<file path="src/rtl/captura_temperatura_ps2.sv">
// captura_temperatura_ps2
// Keyboard temperature-entry stage placed after the PS/2 receiver. Collects one
// or two set-2 digit make codes, commits them on Enter as a 0..99 binary value
// and strobes temp_valid. Backspace drops the last digit, Esc drops the entry,
// and an idle entry is dropped after TIMEOUT_CYCLES with an entry_error pulse.
// Optional build macro: KEYPAD_DIGITS_EN (numeric keypad digits also accepted).
module captura_temperatura_ps2 #(
  parameter int TIMEOUT_W      = 28,
  parameter int TIMEOUT_CYCLES = 250_000_000
) (
  input  logic       i_clk,
  input  logic       i_reset,
  input  logic       i_rx_done_tick,
  input  logic [7:0] i_dout,
  output logic [6:0] o_temp,
  output logic       o_temp_valid,
  output logic       o_entry_active,
  output logic [1:0] o_digit_count,
  output logic       o_entry_error
);

  // State encoding equals the number of held digits, so digit_count is the state register.
  typedef enum logic [1:0] {
    S_IDLE = 2'd0,
    S_D1   = 2'd1,
    S_D2   = 2'd2
  } state_t;

  localparam logic [TIMEOUT_W-1:0] LP_CNT_LAST = TIMEOUT_W'(TIMEOUT_CYCLES - 1);
  localparam logic [7:0] LP_BREAK = 8'hF0;
  localparam logic [7:0] LP_EXT   = 8'hE0;
  localparam logic [7:0] LP_ENTER = 8'h5A;
  localparam logic [7:0] LP_BKSP  = 8'h66;
  localparam logic [7:0] LP_ESC   = 8'h76;

  // Maps a scan code to {is_digit, digit_value}.
  function automatic logic [4:0] f_digit(input logic [7:0] code);
    logic [4:0] res;
    case (code)
      8'h45:   res = {1'b1, 4'd0};
      8'h16:   res = {1'b1, 4'd1};
      8'h1E:   res = {1'b1, 4'd2};
      8'h26:   res = {1'b1, 4'd3};
      8'h25:   res = {1'b1, 4'd4};
      8'h2E:   res = {1'b1, 4'd5};
      8'h36:   res = {1'b1, 4'd6};
      8'h3D:   res = {1'b1, 4'd7};
      8'h3E:   res = {1'b1, 4'd8};
      8'h46:   res = {1'b1, 4'd9};
`ifdef KEYPAD_DIGITS_EN
      8'h70:   res = {1'b1, 4'd0};
      8'h69:   res = {1'b1, 4'd1};
      8'h72:   res = {1'b1, 4'd2};
      8'h7A:   res = {1'b1, 4'd3};
      8'h6B:   res = {1'b1, 4'd4};
      8'h73:   res = {1'b1, 4'd5};
      8'h74:   res = {1'b1, 4'd6};
      8'h6C:   res = {1'b1, 4'd7};
      8'h75:   res = {1'b1, 4'd8};
      8'h7D:   res = {1'b1, 4'd9};
`endif
      default: res = {1'b0, 4'd0};
    endcase
    return res;
  endfunction

  state_t               r_state;
  state_t               w_state_nxt;
  logic [3:0]           r_d_hi;
  logic [3:0]           w_d_hi_nxt;
  logic [3:0]           r_d_lo;
  logic [3:0]           w_d_lo_nxt;
  logic [TIMEOUT_W-1:0] r_cnt;
  logic [TIMEOUT_W-1:0] w_cnt_nxt;
  logic                 r_break;
  logic                 w_break_nxt;
  logic [6:0]           r_temp;
  logic [6:0]           w_temp_nxt;
  logic                 r_temp_valid;
  logic                 w_temp_valid_nxt;
  logic                 r_entry_error;
  logic                 w_entry_error_nxt;
  logic                 r_entry_active;

  logic                 w_make;
  logic [4:0]           w_digit_code;
  logic                 w_is_digit;
  logic                 w_is_enter;
  logic                 w_is_bksp;
  logic                 w_is_esc;
  logic                 w_key;
  logic [6:0]           w_hi_x8;
  logic [6:0]           w_hi_x2;
  logic [6:0]           w_value2;

  // A make code is any byte that is neither a prefix nor the byte following a break prefix.
  assign w_make       = i_rx_done_tick && (i_dout != LP_BREAK) && (i_dout != LP_EXT) && !r_break;
  assign w_digit_code = f_digit(i_dout);
  assign w_is_digit   = w_make && w_digit_code[4];
  assign w_is_enter   = w_make && (i_dout == LP_ENTER);
  assign w_is_bksp    = w_make && (i_dout == LP_BKSP);
  assign w_is_esc     = w_make && (i_dout == LP_ESC);
  assign w_key        = w_is_digit || w_is_enter || w_is_bksp || w_is_esc;

  // 10*d_hi built from shifts; 99 is the largest result so 7 bits never overflow.
  assign w_hi_x8  = {r_d_hi, 3'b000};
  assign w_hi_x2  = {2'b00, r_d_hi, 1'b0};
  assign w_value2 = w_hi_x8 + w_hi_x2 + {3'b000, r_d_lo};

  // Next-state, held digits, commit value, strobes and inactivity counter.
  always_comb begin
    w_state_nxt       = r_state;
    w_d_hi_nxt        = r_d_hi;
    w_d_lo_nxt        = r_d_lo;
    w_temp_nxt        = r_temp;
    w_temp_valid_nxt  = 1'b0;
    w_entry_error_nxt = 1'b0;
    w_break_nxt       = r_break;

    if (i_rx_done_tick) begin
      if (i_dout == LP_BREAK) begin
        w_break_nxt = 1'b1;
      end else begin
        w_break_nxt = 1'b0;
      end
    end else begin
      w_break_nxt = r_break;
    end

    if (w_key) begin
      case (r_state)
        S_IDLE: begin
          if (w_is_digit) begin
            w_d_hi_nxt  = w_digit_code[3:0];
            w_state_nxt = S_D1;
          end else if (w_is_enter) begin
            w_entry_error_nxt = 1'b1;
          end else begin
            w_state_nxt = S_IDLE;
          end
        end
        S_D1: begin
          if (w_is_digit) begin
            w_d_lo_nxt  = w_digit_code[3:0];
            w_state_nxt = S_D2;
          end else if (w_is_enter) begin
            w_temp_nxt       = {3'b000, r_d_hi};
            w_temp_valid_nxt = 1'b1;
            w_state_nxt      = S_IDLE;
          end else begin
            w_state_nxt = S_IDLE;
          end
        end
        S_D2: begin
          if (w_is_digit) begin
            w_entry_error_nxt = 1'b1;
          end else if (w_is_enter) begin
            w_temp_nxt       = w_value2;
            w_temp_valid_nxt = 1'b1;
            w_state_nxt      = S_IDLE;
          end else if (w_is_bksp) begin
            w_state_nxt = S_D1;
          end else begin
            w_state_nxt = S_IDLE;
          end
        end
        default: begin
          w_state_nxt = S_IDLE;
        end
      endcase
    end else if ((r_state != S_IDLE) && (r_cnt == LP_CNT_LAST)) begin
      w_state_nxt       = S_IDLE;
      w_entry_error_nxt = 1'b1;
    end else begin
      w_state_nxt = r_state;
    end

    // Counter restarts on every accepted key and whenever the entry is idle.
    w_cnt_nxt = (w_key || (w_state_nxt == S_IDLE)) ? {TIMEOUT_W{1'b0}}
                                                   : r_cnt + TIMEOUT_W'(1);
  end

  // State and output registers.
  always_ff @(posedge i_clk or posedge i_reset) begin
    if (i_reset) begin
      r_state        <= S_IDLE;
      r_d_hi         <= 4'd0;
      r_d_lo         <= 4'd0;
      r_cnt          <= {TIMEOUT_W{1'b0}};
      r_break        <= 1'b0;
      r_temp         <= 7'd0;
      r_temp_valid   <= 1'b0;
      r_entry_error  <= 1'b0;
      r_entry_active <= 1'b0;
    end else begin
      r_state        <= w_state_nxt;
      r_d_hi         <= w_d_hi_nxt;
      r_d_lo         <= w_d_lo_nxt;
      r_cnt          <= w_cnt_nxt;
      r_break        <= w_break_nxt;
      r_temp         <= w_temp_nxt;
      r_temp_valid   <= w_temp_valid_nxt;
      r_entry_error  <= w_entry_error_nxt;
      r_entry_active <= (w_state_nxt != S_IDLE);
    end
  end

  assign o_temp         = r_temp;
  assign o_temp_valid   = r_temp_valid;
  assign o_entry_error  = r_entry_error;
  assign o_entry_active = r_entry_active;
  assign o_digit_count  = r_state;

endmodule

</file>
<file path="config.mk">
export PLATFORM = sky130hd
export DESIGN_NAME = captura_temperatura_ps2
export DESIGN_NICKNAME = d
export VERILOG_FILES = /design/src/rtl/captura_temperatura_ps2.sv
export SDC_FILE = /design/constraint.sdc
export NUM_CORES = 1
export LEC_CHECK = 0
export ABC_AREA = 1
export CAP_MARGIN = 15
export CELL_PAD_IN_SITES_DETAIL_PLACEMENT = 1
export CELL_PAD_IN_SITES_GLOBAL_PLACEMENT = 1
export CORE_UTILIZATION = 36
export CTS_CLUSTER_SIZE = 12
export DETAILED_ROUTE_END_ITERATION = 16
export PLACE_DENSITY = 0.68
export SYNTH_ARGS = -nofsm -noshare
export SYNTH_HDL_FRONTEND = slang
export SYNTH_SLANG_ARGS = --single-unit
</file>
<file path="constraint.sdc">
create_clock -name i_clk -period 2.5 [get_ports i_clk]
set_input_delay 0.375 -clock i_clk [delete_from_list [all_inputs] [get_ports i_clk]]
set_output_delay 0.375 -clock i_clk [all_outputs]
set_load 0.01 [all_outputs]
</file>
# Yosys cells after proc, flatten, opt, wreduce, memory -nomap -nowiden
# Index checks and enable logic that the tools add are counted.
totals:
  n_memories: 0
  latchBits: 0
  regBits: 49
  ram_bits: 0
  mem_bits_ro: 0
classes:
  n_mux: 25
  n_eq_ne: 23
  addsub: 3
  reduce_logical: 22
  bitwise_logic: 0
  n_div: 0
  order_cmp: 0
  shifts: 0
  mul: 0
op_table:
  columns: ["cell", "count"]
  rows:
  - ["$pmux 5 s10", 1]
  - ["$eq 8x6->1 const B", 6]
  - ["$eq 8x7->1 const B", 5]
  - ["$add 28x1->28 const B", 1]
  - ["$eq 28x28->1 const B", 1]
  - ["$mux 28", 1]
  - ["$mux 7", 4]
  - ["$eq 8x5->1 const B", 2]
  - ["$ne 8x8->1 const B", 2]
  - ["$pmux 7 s2", 1]
  - ["$mux 2", 6]
  - ["$mux 1", 10]
  - ["$eq 8x8->1 const B", 1]
  - ["$logic_and 1x1->1", 8]
  - ["$ne 2x2->1 const B", 4]
  - ["$add 7x4->7", 1]
  - ["$add 7x5->7", 1]
  - ["$pmux 2 s3", 1]
  - ["$reduce_and 3->1", 2]
  - ["$reduce_and 6->1", 1]
  - ["$reduce_bool 2->1", 3]
  - ["$logic_not 2->1", 2]
  - ["$logic_or 1x1->1", 4]
  - ["$eq 2x1->1 const B", 1]
  - ["other kinds (4)", 4]

# Longest topological paths before layout
# Gate-level depths: netlist of run 1.
logic_depth:
  ltp_word: 13
  ltp_mapped: 16
  mapped_depth_nobuf: 15

# Worst setup path before layout of run 1
# OpenSTA, ideal clock, no wires.
synth_timing:
  kind: "flip-flop to flip-flop"
  start: "register r_state[0], in the netlist o_digit_count[0]"
  end: "register r_cnt[12]"
  setup_time_ns: 0.122
  stages_incl_launch_ff: 15
  t_arrival_ns: 1.872
  path_slack_ns: 0.506
  synth_period_minus_slack_ns: 1.994
  cell_sequence: "dfrtp_1 inv_1 ha_1 clkbuf_1 inv_1 nor2_1 nand3_1 nand2_1 inv_1 nand2_1 nand2_2 nand2_2 o21bai_4 buf_6 nor2_2"
synth_between:
  elab_chain_cells: 7
  word_cells_on_any_way: 14
  cone_classes: "eq/ne: 2; mux: 7; reduce/logical: 5"
synth_rtl:
  columns: ["element", "line", "rtl"]
  rows:
  - ["start, declared", "67", "state_t r_state;"]
  - ["start signal, assigned", "196", "r_state <= w_state_nxt;"]
  - ["$mux 2 / $reduce_bool 2->1 (equally long branches)", "136, 171", null]
  - ["$mux 2 / $logic_and 1x1->1 (equally long branches)", "133, 171", null]
  - ["$pmux 2 s3 / $mux 2 (equally long branches)", "131, 171", null]
  - ["$mux 2 *", "130", "if (w_key) begin"]
  - ["via w_state_nxt[0]", "68", "state_t w_state_nxt;"]
  - ["$logic_not 2->1 *", "179", "w_cnt_nxt = (w_key || (w_state_nxt == S_IDLE)) ? {TIMEOUT_W{1'b0}}"]
  - ["$logic_or 1x1->1 *", "179", null]
  - ["$mux 28 *", "179", null]
  - ["via w_cnt_nxt[12]", "74", "logic [TIMEOUT_W-1:0] w_cnt_nxt;"]
  - ["end signal, assigned", "189", "r_cnt <= {TIMEOUT_W{1'b0}};"]
  - ["end signal, assigned", "199", "r_cnt <= w_cnt_nxt;"]
  - ["end, declared", "73", "logic [TIMEOUT_W-1:0] r_cnt;"]
# The timed path passes the listed nets; every way through them passes the cells marked *.
# A chain may end at the register's enable or synchronous reset.

# Worst setup path after layout of run 1
layout_timing:
  start: "register r_cnt[1]"
  end: "register r_cnt[26]"
layout_between:
  elab_chain_cells: 7
  word_cells_on_any_way: 8
  cone_classes: "add/sub: 1; eq/ne: 1; mux: 3; reduce/logical: 3"
layout_rtl:
  columns: ["element", "line"]
  rows:
  - ["parallel branches: the longest is 6 deep, another holds $add 28x1->28", null]
  - ["$mux 28 *", "179"]
  - ["via w_cnt_nxt[26]", "74"]
# Mark *: on every way through the listed nets, which the timed path passes.

==> metrics.cfg, run 1 <==
[worst_setup_path]
r2r-start = r_cnt[1]
cp.required_ps = 2740
crit_path_end_kind = flop
timing.critical_path.from = r_cnt[1]
worstPathArrival_ps = 2450
start_kind = flop
worstPathMaxFanout = 4
critical_path_class = flop to flop

[global_routing]
grt_pass1_wl_um = 11450
use_met1 = 0.2272
grt.overflow.total = 0
grt_util_met3 = 0.02602
grt_start_max_net_pins = 50
grt.busiest_layer = met2
grtUsageTotal = 0.1659
first_global_vias = 2459
use_met2 = 0.2714
antenna_found_initial = 0

[pwr]
leakage_nw = 1.579
powerDensity_mw_per_mm2 = 507.7
peakVddDrop_mv = 0.2826
finalPower_mw = 1.766

[drt]
drtAntennaViolNets = 0
drtPass1Iterations = 4
wl_um = 6358
drc = 0
wl_per_cell_um = 12.77
via_per_inst = 4.799
drt-initial-drc-count = 66
vias = 2390

[synthesis]
synth_flop_cell = dfrtp_1
synth.avg_cell_area_um2 = 8.264
synth_cell_types = 31
synth_seq_area_share = 0.4099
ys_ff_latch = 49
syn_nets = 387
synthArstFlopShare = 1.000
syn_inst = 362
ys_warn_count = 0
synth-edff-count = 0
synthesis.area_mm2 = 0.002992

[cts]
cts-root-buf = clkbuf_8
insertion_delay_ps = 310
post_cts_buffers = 0
cts_max_path_buffers = 2
htree_levels = 2
cts_tree = built
cts.sinks = 49
postCtsResizedCells = 0
cts_inserted_buffers = 5
clk_pin_slew_ps = 110
holdBufCountCts = 0

[floorplanning]
die-area_mm2 = 0.008679
core_mm2 = 0.007888
num_rows = 32
io_pins = 23
die_w_um = 93.16
die_h_um = 93.16
initial_utilization = 0.3793

[layout]
stdcell_count = 498
syn_to_final_growth_pct = 16.31
fillers = 956
final_nets = 420
drive_above_1_share = 0.1768
antenna_cells = 0

[timing]
rsz0062_at_grt = no
period_share = 0.8831
finalClockSkew_ps = 16.55
worstMarginPinSlew_ps = 633.5
min_period_ps = 2208
hold_viol = 0
finalMaxSlewViolations = 0
slew_headroom = 0.5776
fin_setup_tns_ps = 0
fmaxAchievable_mhz = 452.9
setup_viol = 0

[place]
dpl.cell_count = 490
gp_congestion = 0.7564
hpwl_um = 4932
io_buffer_count = 22

[min_path]
hold_class = flop to flop
hold_start = r_cnt[0]

[flow_run]
maxCapViolCount = 0

[run_status]
status = finished clean

worst max-delay path, cell delays in order, from the launching register on:
cell and delay, ps:
dfrtp_1 380, ha_1 180, nand2_1 70, nor2_2 170, nand4_1 190, nor2_2 200
nand4_1 230, inv_1 110, nand4_1 150, nor2_1 160, xor2_1 150, inv_1 70
nor2_2 90
where the power goes:
group / total [mW] / internal [mW] / switching (mW) / leakage, nW
Combinational: 0.417 / 0.164 / 0.253 / 0.853
Sequential: 0.866 / 0.828 / 0.0388 / 0.678
Clock: 0.483 / 0.199 / 0.284 / 0.0481
area by class of cell:
class	instances	area (um^2)	area share
Tap cell	102	127.6	0.03668
Clock buffer	5	68.82	0.01978
Multi-Input combinational cell	267	1584	0.4552
Timing Repair Buffer	30	292.8	0.08414
Clock inverter	3	22.52	0.006472
Inverter	42	157.7	0.04531
Sequential cell	49	1226	0.3524
flip-flops by register name, summed over array words and instances (netlist names):
signal,count
r_cnt,28
o_temp,7
o_digit_count,2
o_temp_valid,1
o_entry_active,1
r_d_lo,4
r_d_hi,4
o_entry_error,1
r_break,1
stage by stage:
step	worst slack, ps	hold slack [ps]	utilization	area [um^2]
final	292.2	471.4	0.4411	3480
after global routing	47.32	515.2	0.4411	3480
after CTS	151.9	472.2	0.4402	3472
after detailed placement	0.4052	459.4	0.4286	3381
after global placement	44.94	451.8	0.4286	3381
after floorplan	505.6	432.9	-	2992
cell usage after synthesis (all sizes together) (3+ instances only):
master,n,area share
ha,12,0.050
o21ai,6,0.010
nand3,20,0.046
nand2,91,0.12
nor3,14,0.027
buf,3,0.0092
a21oi,7,0.012
o21bai,4,0.014
dfrtp,49,0.41
nand4,13,0.027
a31oi,4,0.0084
xnor2,7,0.020
xor2,16,0.047
inv,42,0.053
nor2,64,0.11
path summary, 6_finish.rpt:
| kind | to | slack, ps | cells after the start |
|---|---|---|---|
| setup / recovery | r_cnt[26] | 290 | 12 |
| hold / removal | r_cnt[0] | 470 | 1 |
| setup reg to reg | r_cnt[26] | 290 | 12 |
| hold reg to reg | r_cnt[0] | 470 | 1 |
| max in group asynchronous | o_temp[0] | 1520 | 3 |
| min in group asynchronous | r_cnt[4] | 540 | 3 |
layout by cell type (no fill, tap or decap), types with 7 or more instances in the layout:
| cell type | n |
|---|---|
| inv_1 | 36 |
| nand3_1 | 17 |
| nor3_1 | 11 |
| nand4_1 | 13 |
| dfrtp_1 | 49 |
| nor2_1 | 34 |
| nand2_1 | 81 |
| clkdlybuf4s50_1 | 22 |
| xor2_1 | 16 |
| ha_1 | 12 |
| nand2_2 | 10 |
| nor2_2 | 26 |
| buf_4 | 7 |
| a21oi_1 | 7 |
| xnor2_1 | 7 |
routing by layer:
metal,up-vias,wire length (um)
li1,1220,-
met1,1131,3242
met2,34,2893
met3,5,156
met4,0,65
met5,-,0
logic make-up (layout without fill, tap and decap cells):
logic type,after synthesis,count (layout),share of synthesized area
flops,49,49,0.4099
simple gates,205,205,0.3409
mux,1,1,0.003764
xor+xnor,23,23,0.06733
compound gates,24,24,0.05144
fa+ha+maj,14,14,0.06357
buf+inv,46,80,0.06315
Note: power is estimated with default switching activity, not from simulation.
==> run 2: changes to the inputs <==
CELL_PAD_IN_SITES_DETAIL_PLACEMENT = default   (was 1)
CELL_PAD_IN_SITES_GLOBAL_PLACEMENT = default   (was 1)
CORE_UTILIZATION = 55   (was 36)
PLACE_DENSITY = 0.77   (was 0.68)
==> run 2 against run 1 <==
Via count rose by 1.1%. Largest cell class unchanged. Setup slack improved by 35 ps. Cell count shrank 6.0%.
==> metrics.cfg, run 2 (same netlist as run 1, synthesis figures left out) <==
[cts]
insertion_delay_ps = 310
cts.sinks = 49
htree_levels = 2
cts_inserted_buffers = 5
cts-root-buf = clkbuf_8
clk_pin_slew_ps = 90
cts_tree = built
holdBufCountCts = 0
post_cts_buffers = 0
postCtsResizedCells = 0
cts_max_path_buffers = 2

[layout]
antenna_cells = 0
syn_to_final_growth_pct = 16.19
final_cell_area_mm2 = 0.003476
top_register = r_cnt
largest_register_ffs = 28
most-common-layout-cells = nand2_1 (81), dfrtp_1 (49), inv_1 (36)
fillers = 427
final_nets = 422
stdcell_count = 468
drive_above_1_share = 0.1759
final_common_cell = nand2_1

[worst_setup_path]
crit_path_end_kind = flop
cp.required_ps = 2730
worstPathArrival_ps = 2400
start_kind = flop
worstPathMaxFanout = 4
critical_path_class = flop to flop

[drt]
wl_um = 5506
drtAntennaViolNets = 0
wl_per_cell_um = 11.76
drtPass1Iterations = 4
via_per_inst = 5.162
vias = 2416
drt-initial-drc-count = 103
drc = 0

[floorplanning]
io_pins = 23
die-area_mm2 = 0.005738
core_mm2 = 0.005172
num_rows = 26
die_w_um = 75.75
initial_utilization = 0.5784
die_h_um = 75.75

[timing]
fmaxAchievable_mhz = 460.1
worstMarginPinSlew_ps = 533.5
period_share = 0.8693
min_period_ps = 2173
fin_setup_tns_ps = 0
rsz0062_at_grt = no
hold_viol = 0
timing.hold.ws_ps = 440.1
setup_viol = 0
finalClockSkew_ps = 12.07
slew_headroom = 0.6438
finalMaxSlewViolations = 0

[place]
hpwl_um = 4194
gp_congestion = 0.8129
placedInstanceArea_mm2 = 0.003356
dpl.cell_count = 460
io_buffer_count = 22

[run_status]
status = finished clean

[pwr]
powerDensity_mw_per_mm2 = 539.0
leakage_nw = 1.597
peakVddDrop_mv = 0.2749

[global_routing]
grt_pass1_wl_um = 9356
antenna_found_initial = 0
grt_start_max_net_pins = 28
first_global_vias = 2221
grtUsageTotal = 0.2153
grt.overflow.total = 0

[min_path]
hold_class = primary input to async pin

[flow_run]
maxCapViolCount = 0

==> run 2: changes by cell type in the layout (fill, tap and decap cells not counted) <==
cell,previous run,this run
buf_4,7,9
clkinv_4,2,0
bufinv_16,0,1
clkbuf_8,5,6
clkinv_2,1,0
clkinvlp_4,0,1
nor2_1,34,35
nor2_2,26,25
nor3_1,11,12
nor3_2,3,2
==> run 2: final timing paths <==
| path | slack (ps) | to | cells past startpoint | start |
|---|---|---|---|---|
| max | 330 | o_temp[6] | 7 | r_d_hi[0] |
| min | 440 | r_cnt[0] | 2 | i_reset |
| max reg2reg | 330 | o_temp[6] | 7 | r_d_hi[0] |
| min reg2reg | 480 | r_cnt[0] | 1 | r_cnt[0] |
| max in group asynchronous | 1480 | o_digit_count[0] | 3 | i_reset |
| min in group i_clk | 480 | r_cnt[0] | 1 | r_cnt[0] |
==> run 2: layer usage <==
metal,vias to the layer above,track usage,share of wire
met5,-,0,0
met4,0,0.06790,0.0091
met3,6,0.04894,0.040
met2,55,0.3363,0.46
met1,1123,0.2976,0.49
li1,1232,-,-
==> run 2: layout make-up <==
cell class / instances / area (um^2) / share of cell area
timing repair buffer: 32 / 307.8 / 0.08855
sequential: 49 / 1226 / 0.3528
inverter: 42 / 157.7 / 0.04536
clock inverter: 2 / 37.54 / 0.01080
clock buffer: 6 / 82.58 / 0.02376
multi-input combinational: 267 / 1577 / 0.4536
tap: 70 / 87.58 / 0.02520
==> run 2: critical path, stage by stage, from the launching register on <==
cell and delay, ps:
dfrtp_1 450, fa_1 560, fa_1 490, a21oi_1 170, o21bai_1 90, a21oi_1 120, o21ai_0 100, a21oi_1 140
==> run 2: per-stage QoR <==
| stage | worst slack [ps] | utilization | total power, mW |
|---|---|---|---|
| after global placement | 73.93 | 0.6488 | 1.293 |
| final | 326.7 | 0.6720 | 1.873 |
| after detailed placement | 19.39 | 0.6488 | 1.301 |
| after CTS | 319.0 | 0.6720 | 1.889 |
| after global routing | 23.74 | 0.6720 | 1.963 |
| after floorplan | 505.6 | - | 1.150 |
==> run 2: where the power goes <==
part / switching [mW] / internal [mW]
Sequential: 0.0348 / 0.828
Combinational: 0.249 / 0.174
Clock: 0.263 / 0.325
Total: 0.547 / 1.33
